<file path="config.mk">
export PLATFORM = sky130hd
export DESIGN_NAME = ps2_host_tx
export DESIGN_NICKNAME = d
export VERILOG_FILES = /design/src/rtl/ps2_host_tx.sv
export SDC_FILE = /design/constraint.sdc
export NUM_CORES = 1
export LEC_CHECK = 0
export CAP_MARGIN = 20
export CORE_MARGIN = 2
export CORE_UTILIZATION = 35
export DETAILED_ROUTE_END_ITERATION = 7
export GPL_TIMING_DRIVEN = 0
export PLACE_DENSITY = 0.56
export REMOVE_ABC_BUFFERS = 1
export SLEW_MARGIN = 25
export SYNTH_ARGS = -nofsm -noshare
export SYNTH_HDL_FRONTEND = slang
export SYNTH_SLANG_ARGS = --single-unit
</file>
<file path="constraint.sdc">
create_clock -name clk -period 2.5 [get_ports clk]
set_input_delay 0.25 -clock clk [delete_from_list [all_inputs] [get_ports clk]]
set_output_delay 0.25 -clock clk [all_outputs]
set_load 0.01 [all_outputs]
</file>
<file path="src/rtl/ps2_host_tx.sv">
// PS/2 host-to-device byte sender: inhibit, start bit, 8 data + odd parity + stop, device ACK.
// Latency: INHIBIT_CYCLES+1 cycles of clock inhibit, then paced by the device clock; tx_ready only in IDLE.
// Define PS2_TX_FILTER_EN to add an 8-sample glitch filter on the sensed clock (8 cycles more edge latency).
module ps2_host_tx #(
    parameter int INHIBIT_CYCLES = 10000,
    parameter int TIMEOUT_CYCLES = 1500000
) (
    input  logic       clk,
    input  logic       rst_n,
    input  logic [7:0] tx_data,
    input  logic       tx_valid,
    output logic       tx_ready,
    input  logic       ps2_clk_i,
    input  logic       ps2_data_i,
    output logic       ps2_clk_oe,
    output logic       ps2_data_oe,
    output logic       tx_done,
    output logic       tx_err
);

    localparam int INH_W = $clog2(INHIBIT_CYCLES + 1);
    localparam int TMO_W = $clog2(TIMEOUT_CYCLES + 1);

    typedef enum logic [2:0] {
        IDLE,
        INHIBIT,
        REQ,
        SHIFT,
        ACK,
        WAIT_IDLE
    } state_t;

    state_t     state, state_nxt;
    logic [1:0] clk_sync, data_sync;
    logic       clk_line, clk_prev, data_line, fe;
    logic       accept, tmo;
    logic [7:0] data_q;
    logic       parity_q;
    logic [3:0] bit_cnt;
    logic [INH_W-1:0] inh_cnt;
    logic [TMO_W-1:0] tmo_cnt;
    logic       data_drive;

    // Idle PS/2 lines float high, so the synchronizers reset to 1 to avoid a phantom edge.
    always_ff @(posedge clk) begin
        if (!rst_n) begin
            clk_sync  <= 2'b11;
            data_sync <= 2'b11;
        end else begin
            clk_sync  <= {clk_sync[0], ps2_clk_i};
            data_sync <= {data_sync[0], ps2_data_i};
        end
    end

    assign data_line = data_sync[1];

`ifdef PS2_TX_FILTER_EN
    logic       clk_filt;
    logic [2:0] filt_cnt;

    always_ff @(posedge clk) begin
        if (!rst_n) begin
            clk_filt <= 1'b1;
            filt_cnt <= 3'd0;
        end else if (clk_sync[1] == clk_filt) begin
            filt_cnt <= 3'd0;
        end else if (filt_cnt == 3'd7) begin
            clk_filt <= clk_sync[1];
            filt_cnt <= 3'd0;
        end else begin
            filt_cnt <= filt_cnt + 3'd1;
        end
    end

    assign clk_line = clk_filt;
`else
    assign clk_line = clk_sync[1];
`endif

    always_ff @(posedge clk) begin
        if (!rst_n) clk_prev <= 1'b1;
        else        clk_prev <= clk_line;
    end

    assign fe  = clk_prev & ~clk_line;
    assign tmo = (tmo_cnt == TMO_W'(TIMEOUT_CYCLES));

    always_ff @(posedge clk) begin
        if (!rst_n) state <= IDLE;
        else        state <= state_nxt;
    end

    always_comb begin
        state_nxt   = state;
        tx_ready    = 1'b0;
        ps2_clk_oe  = 1'b0;
        ps2_data_oe = 1'b0;
        tx_done     = 1'b0;
        tx_err      = 1'b0;
        accept      = 1'b0;
        case (state)
            IDLE: begin
                tx_ready = 1'b1;
                if (tx_valid) begin
                    accept    = 1'b1;
                    state_nxt = INHIBIT;
                end
            end
            INHIBIT: begin
                ps2_clk_oe = 1'b1;
                if (inh_cnt == INH_W'(INHIBIT_CYCLES - 1)) state_nxt = REQ;
            end
            REQ: begin
                ps2_clk_oe  = 1'b1;
                ps2_data_oe = 1'b1;
                state_nxt   = SHIFT;
            end
            SHIFT: begin
                ps2_data_oe = data_drive;
                if (tmo) begin
                    tx_err    = 1'b1;
                    state_nxt = IDLE;
                end else if (fe && bit_cnt == 4'd9) begin
                    state_nxt = ACK;
                end
            end
            ACK: begin
                if (tmo) begin
                    tx_err    = 1'b1;
                    state_nxt = IDLE;
                end else if (fe) begin
                    if (data_line) begin
                        tx_err    = 1'b1;
                        state_nxt = IDLE;
                    end else begin
                        state_nxt = WAIT_IDLE;
                    end
                end
            end
            WAIT_IDLE: begin
                // Timeout wins so done and err can never coincide.
                if (tmo) begin
                    tx_err    = 1'b1;
                    state_nxt = IDLE;
                end else if (clk_line && data_line) begin
                    tx_done   = 1'b1;
                    state_nxt = IDLE;
                end
            end
            default: state_nxt = IDLE;
        endcase
    end

    always_ff @(posedge clk) begin
        if (!rst_n) begin
            data_q     <= 8'd0;
            parity_q   <= 1'b0;
            bit_cnt    <= 4'd0;
            inh_cnt    <= '0;
            tmo_cnt    <= '0;
            data_drive <= 1'b0;
        end else begin
            if (accept) begin
                data_q   <= tx_data;
                parity_q <= ~^tx_data;
                bit_cnt  <= 4'd0;
                inh_cnt  <= '0;
                tmo_cnt  <= '0;
            end
            if (state == INHIBIT) inh_cnt <= inh_cnt + INH_W'(1);
            if (state == REQ) data_drive <= 1'b1;
            if (state == SHIFT || state == ACK || state == WAIT_IDLE) tmo_cnt <= tmo_cnt + TMO_W'(1);
            // Host changes data while the device holds clock low; oe is the inverse of the line level.
            if (state == SHIFT && fe) begin
                bit_cnt <= bit_cnt + 4'd1;
                if (bit_cnt < 4'd8)       data_drive <= ~data_q[bit_cnt[2:0]];
                else if (bit_cnt == 4'd8) data_drive <= ~parity_q;
                else                      data_drive <= 1'b0;
            end
        end
    end

endmodule

</file>
==> results of run 1 <==
[critical path, stage by stage (launching register included)]
cell             delay, ns
dfxtp_1               0.36
or4b_4                0.54
nor4_4                0.29
buf_4                 0.18
a21oi_1               0.04
o21ai_1               0.16
clkdlybuf4s15_2       0.25
[repair_timing]
item,4_1_cts,5_1_grt
setup buffers,4,0
gates resized for setup,6,4
pin swaps,1,2
endpoints found under the setup margin,2,7
[how the worst max path moves through the flow]
stage                     from          end  slack (ns)  cells after the start
finish              tmo_cnt[3]       tx_err         0.1                      6
global route          state[0]   tmo_cnt[9]        0.01                      5
CTS                 tmo_cnt[2]       tx_err       0.009                      6
detailed placement  tmo_cnt[9]       tx_err       -0.23                      5
global placement    tmo_cnt[2]       tx_err       -0.21                      5
floorplan             state[0]  inh_cnt[13]        0.40                      5
[sequential cells by signal, indices dropped and copies added, names as in the netlist]
register and count:
data_drive 1, clk_prev 1, data_sync 2, tmo_cnt 21, bit_cnt 4, inh_cnt 14
state 3, clk_sync 2, data_q 8, parity_q 1
[synth_stat cells (4+ instances only)]
library cell | count | area (sq um)
dfxtp_1 | 57 | 1140
nand2_1 | 49 | 184
a21oi_1 | 41 | 205
nor2_1 | 35 | 131
nand3_1 | 18 | 90.1
o21ai_0 | 13 | 65.1
clkbuf_1 | 11 | 41.3
mux2_2 | 11 | 124
inv_1 | 10 | 37.5
nor3_1 | 9 | 45.0
xnor2_1 | 9 | 78.8
nand3b_1 | 8 | 60.1
nand4_1 | 8 | 50.1
nand2b_1 | 7 | 43.8
ha_1 | 6 | 75.1
or3_1 | 5 | 31.3
and3_1 | 4 | 25.0
nor2b_1 | 4 | 25.0
[layout by cell type (no fill, tap or decap), drive strengths merged, types with 4 or more instances in the layout]
cell,instances
dfxtp,57
nand2,49
a21oi,41
nor2,35
nand3,18
clkdlybuf4s50,15
o21ai,13
clkbuf,13
mux2,11
inv,11
xnor2,9
nor3,9
nand4,8
nand3b,8
nand2b,7
ha,6
or3,5
nor2b,4
and3,4
buf,4
[kinds of logic (layout without fill, tap and decap cells)]
logic type / after synthesis / after routing / share of synthesized area, %
AO/OA/AOI/OAI: 79 / 79 / 17.0
multiplexers: 15 / 15 / 6.41
AND/OR/NAND/NOR: 165 / 165 / 28.2
buffers and inverters: 26 / 48 / 4.12
XOR/XNOR: 10 / 10 / 2.97
flip-flops: 57 / 57 / 38.7
adder cells (fa/ha/maj): 6 / 6 / 2.55
[cell type report]
type                            count  area [sq um]
Fill cell                         844          4760
Multi-Input combinational cell    275          1710
Sequential cell                    57          1140
Timing Repair Buffer               21           200
Clock buffer                       13           149
Tap cell                          105           131
Inverter                           11          41.3
Clock inverter                      3          40.0
[stage by stage]
| step | power, uW | hold slack, ns | cell area [sq um] |
|---|---|---|---|
| after floorplan | 1440 | 0.319 | 2870 |
| after global placement | 1660 | 0.389 | 3170 |
| after detailed placement | 1660 | 0.395 | 3170 |
| after CTS | 2520 | 0.411 | 3400 |
| after global routing | 2660 | 0.436 | 3420 |
| final | 2500 | 0.407 | 3420 |
[report_power, final]
group | internal (uW) | switching (uW) | leakage [uW]
registers | 969 | 67.4 | 0.000463
clock network | 486 | 366 | 0.0000974
logic | 238 | 372 | 0.000576
total | 1690 | 805 | 0.00114
[layer usage]
| metal | vias up | share of wire (%) | GRT usage (%) |
|---|---|---|---|
| li1 | 1313 | - | - |
| met4 | 0 | 0.84 | 5.48 |
| met1 | 1214 | 48 | 19.3 |
| met3 | 4 | 4.9 | 5.17 |
| met5 | - | 0 | 0 |
| met2 | 40 | 46 | 27.6 |
==> impl_metrics.csv, run 1 <==
group,metric,value,unit
min_path,min_from,"clk_sync[0]",
clock_network,cts.clk_slew.worst_paths,0.06,ns
clock_network,cts_buffers,9,
route,via_per_inst,5.30,
die,ios,18,
timing,finClkSkew,0.00744,ns
die,initial_utilization,36.0,%
pwr,p_leak,0.00114,uW
timing,final_hold_viol_count,0,
placed_design,dp.cells,465,
critical_path,r2r-start,"state[0]",
placed_design,place.gp.congestion,0.774,
global_routing,grt.total_usage,16.2,%
clock_network,cts_tree,"yes",
route,drt_pass1_iterations,5,
clock_network,postCtsHoldBufs,0,
critical_path,required,2.25,ns
critical_path,reg2reg_slack,0.15,ns
route,drt-total-wl,6.66,mm
run_status,status,"finished, final reports clean",
synthesis,synth-main-ff-cell,"dfxtp_1",
flow_run,maxCapViolations,0,
synthesis,ys_warn_count,0,
route,drtIter0Drc,110,
die,die_w,95.8,um
die,die_area,9170,sq um
layout,nets,394,
layout,num_antenna_cells,0,
placed_design,dp_worst_setup_slack,-0.232,ns
route,wl_per_cell,13.7,um
pwr,powerDensity,731,nW/um^2
die,row_count,33,
route,vias,2571,
synthesis,synth_edf_count,0,
layout,drive_above_1_share,11.3,%
layout,post-route-util,41.8,%
timing,finalCritPeriodShare,96.0,%
synthesis,syn_inst,358,
critical_path,reg2regPathDepth,5,
clock_network,clock_latency,0.33,ns
min_path,hold_class,"reg2reg",
layout,stdcell_count,485,
timing,max_freq,416,MHz
timing,worst_slew_pin_slew,0.875,ns
synthesis,synth_seq_cells,57,
synthesis,synth_area,2950,sq um
critical_path,worst_setup_path_start_kind,"flip-flop",
timing,finalWorstSetupSlack,0.0989,ns
clock_network,root_buffer,"clkbuf_8",
min_path,min_to,"clk_sync[1]",
die,design.core.area,8180,sq um
global_routing,grt-ovfl-total,0,
timing,grt_setup_unrepaired,"no",
die,die_h,95.8,um
clock_network,clockBufferDepth,2,
clock_network,clock-sinks,57,
synthesis,synth_cell_types,51,
critical_path,critPathKind,"reg2out",
timing,fin_setup_tns,0,ns
timing,setup_violations,0,
route,drc,0,
timing,slew_headroom,41.6,%
timing,period_needed,2.40,ns
synthesis,avgSynthCellArea,8.23,sq um
placed_design,place_hpwl,4.36,mm
global_routing,grt_first_pass_wirelength,11.4,mm
pwr,irDropWorstVdd,0.314,mV
critical_path,endpoint_kind,"output pin",
route,drtAntennaViolNets,0,
clock_network,h-tree-depth,3,
synthesis,synth-async-reset-ratio,0,%
critical_path,path_max_fanout,6,
min_path,min_path_cells,1,
timing,final_max_slew_viol_count,0,
global_routing,grt_pass1_vias,2432,
global_routing,antenna_found_initial,0,
critical_path,cp.arrival,2.15,ns
placed_design,portBuffers,17,
critical_path,r2r-end,"inh_cnt[13]",
global_routing,grt_max_degree,46,
layout,syn2layout_area_growth,16.0,%
synthesis,yosysSeqAreaShare,38.7,%
Power figures use the tool's default switching activity.
==> run 2, diff against run 1 <==
--- a/config.mk
+++ b/config.mk
@@ -5,7 +5,7 @@
 export SDC_FILE = /design/constraint.sdc
 export NUM_CORES = 1
 export LEC_CHECK = 0
-export CAP_MARGIN = 20
+export CAP_MARGIN = 30
 export CORE_MARGIN = 2
 export CORE_UTILIZATION = 35
 export DETAILED_ROUTE_END_ITERATION = 7
==> run 2 against run 1 <==
Against the previous run: register-to-register slack is essentially flat; count of clock-buffer cells in the layout stayed put; design area grew 0.15%; global-route usage decreased by 0.32 points; sequential power about the same; critical path type unchanged; highest routed layer unchanged; clock skew increased by 0.00063 ns.
==> impl_metrics.csv, run 2 (synthesized netlist as in run 1, its figures left out) <==
group,metric,value,unit
run_status,status,"finished, final reports clean",
layout,largest_registers,"tmo_cnt (21), inh_cnt (14), data_q (8)",
critical_path,path_max_fanout,6,
layout,regArea,1140,sq um
critical_path,endpoint_kind,"output pin",
route,drt_pass1_iterations,4,
layout,largest_reg_flops,21,
placed_design,place_hpwl,4.47,mm
timing,worst_slew_pin_slew,0.813,ns
pwr,powerDensity,713,nW/um^2
die,die_w,95.8,um
critical_path,crit_slowest_cell,"or4b_4",
route,drc,0,
timing,final_max_slew_viol_count,0,
layout,nFillCells,860,
critical_path,cpLargestDelayFamily,"simple AND/OR/NAND/NOR gates",
global_routing,grt_first_pass_wirelength,11.4,mm
route,via_per_inst,5.36,
critical_path,slowest_delay,0.54,ns
route,drtAntennaViolNets,0,
route,drt-total-wl,6.62,mm
timing,final_hold_viol_count,0,
timing,period_needed,2.41,ns
timing,finalCritPeriodShare,96.6,%
route,vias,2612,
critical_path,required,2.25,ns
timing,slew_headroom,45.7,%
timing,max_freq,414,MHz
global_routing,grt_pass1_vias,2461,
critical_path,reg2regPathDepth,5,
layout,num_antenna_cells,0,
route,drtIter0Drc,91,
layout,drive_above_1_share,11.8,%
layout,syn2layout_area_growth,16.1,%
clock_network,clock-sinks,57,
clock_network,cts_tree,"yes",
pwr,irDropWorstVdd,0.267,mV
placed_design,dp_worst_setup_slack,-0.250,ns
critical_path,critPathKind,"reg2out",
clock_network,postCtsHoldBufs,0,
timing,holdWs,0.407,ns
flow_run,maxCapViolations,0,
timing,finalWorstSetupSlack,0.0851,ns
die,row_count,33,
critical_path,worst_setup_path_start_kind,"flip-flop",
placed_design,portBuffers,17,
critical_path,r2r-end,"inh_cnt[13]",
layout,final_cell_mix,"dfxtp_1 (55), nand2_1 (49), a21oi_1 (41), nor2_1 (35), nand3_1 (18)",
pwr,power,2440,uW
critical_path,endpoint,"tx_err",
layout,multi_input_area,1710,sq um
critical_path,crit_buf_inv,2,
die,ios,18,
timing,grt_setup_unrepaired,"yes",
die,design.core.area,8180,sq um
global_routing,grt-ovfl-total,0,
critical_path,r2r-start,"state[0]",
clock_network,h-tree-depth,3,
clock_network,cts.clk_slew.worst_paths,0.07,ns
die,initial_utilization,36.0,%
die,die_h,95.8,um
critical_path,worst-path-stages,6,
global_routing,grt.total_usage,15.9,%
clock_network,cts_buffers,9,
min_path,min_path_cells,1,
clock_network,clock_latency,0.33,ns
die,die_area,9170,sq um
critical_path,critPathLaunch,"tmo_cnt[3]",
clock_network,root_buffer,"clkbuf_8",
clock_network,clockBufferDepth,2,
layout,final_common_cell,"dfxtp_1",
pwr,p_leak,0.00114,uW
layout,largest_register,"tmo_cnt",
critical_path,reg2reg_slack,0.14,ns
timing,finClkSkew,0.00806,ns
route,wl_per_cell,13.6,um
global_routing,antenna_found_initial,0,
critical_path,cp.arrival,2.16,ns
global_routing,grt_max_degree,46,
placed_design,place.gp.congestion,0.774,
layout,nets,396,
min_path,hold_class,"reg2reg",
critical_path,path_cells,"or4b_4 > nor4_4 > buf_4 > a21oi_1 > o21ai_1 > clkdlybuf4s15_2",
timing,setup_violations,0,
## run 2: cell types whose count changed in the layout (fill, tap and decap cells not counted)
cell       previous run  this run
buf_4                 4         5
buf_8                 0         1
bufinv_16             1         0
clkbuf_1              3         2
clkbuf_8             10        11
clkinv_2              2         3
nand2_1              48        49
nand2_2               1         0
## run 2: power by group
group / switching, uW / internal (uW)
clock: 366 / 410
combinational: 372 / 252
sequential: 68.8 / 970
## run 2: routing by layer
metal	track usage [%]	up-vias	part of all wire, %
met4	4.40	0	0.53
met1	20.0	1241	49
met2	26.4	42	47
met5	0	-	0
li1	-	1325	-
met3	4.93	4	3.0
## run 2: worst register-to-register path, stage by stage (launching register included)
cell and delay (ns):
dfxtp_1 0.54, or3b_4 0.48, or3_1 0.48, nor4_1 0.34
mux2_2 0.37, nor2_1 0.08
## run 2: worst min-delay path by stage
| stage | endpoint | start | slack, ns |
|---|---|---|---|
| floorplan | clk_prev | rst_n | 0.32 |
| global placement | clk_sync[1] | clk_sync[0] | 0.39 |
| detailed placement | clk_sync[1] | clk_sync[0] | 0.40 |
| CTS | clk_sync[1] | clk_sync[0] | 0.41 |
| global route | clk_sync[1] | clk_sync[0] | 0.44 |
| finish | clk_sync[1] | clk_sync[0] | 0.41 |
## run 2: layout make-up
cell class / count / share of cell area [%]
Sequential cell: 57 / 33.4
Timing Repair Buffer: 23 / 6.51
Multi-Input combinational cell: 275 / 49.9
Tap cell: 105 / 3.84
Clock buffer: 13 / 4.64
Inverter: 11 / 1.21
Clock inverter: 3 / 0.439
## run 2: timing repair
action	CTS	global route
pin swaps	1	3
setup endpoints to repair	2	6
hold endpoints to repair	0	0
gates resized for setup	6	4
setup buffers	4	1
## run 2: per-stage QoR
step	util [%]	instances	area, sq um	setup TNS (ns)
finish	41.9	487	3420	0
global route	41.9	487	3420	-0.0339
CTS	41.5	486	3400	-0.00186
detailed placement	38.9	466	3180	-0.258
global placement	38.8	465	3170	-0.211
floorplan	-	343	2870	0
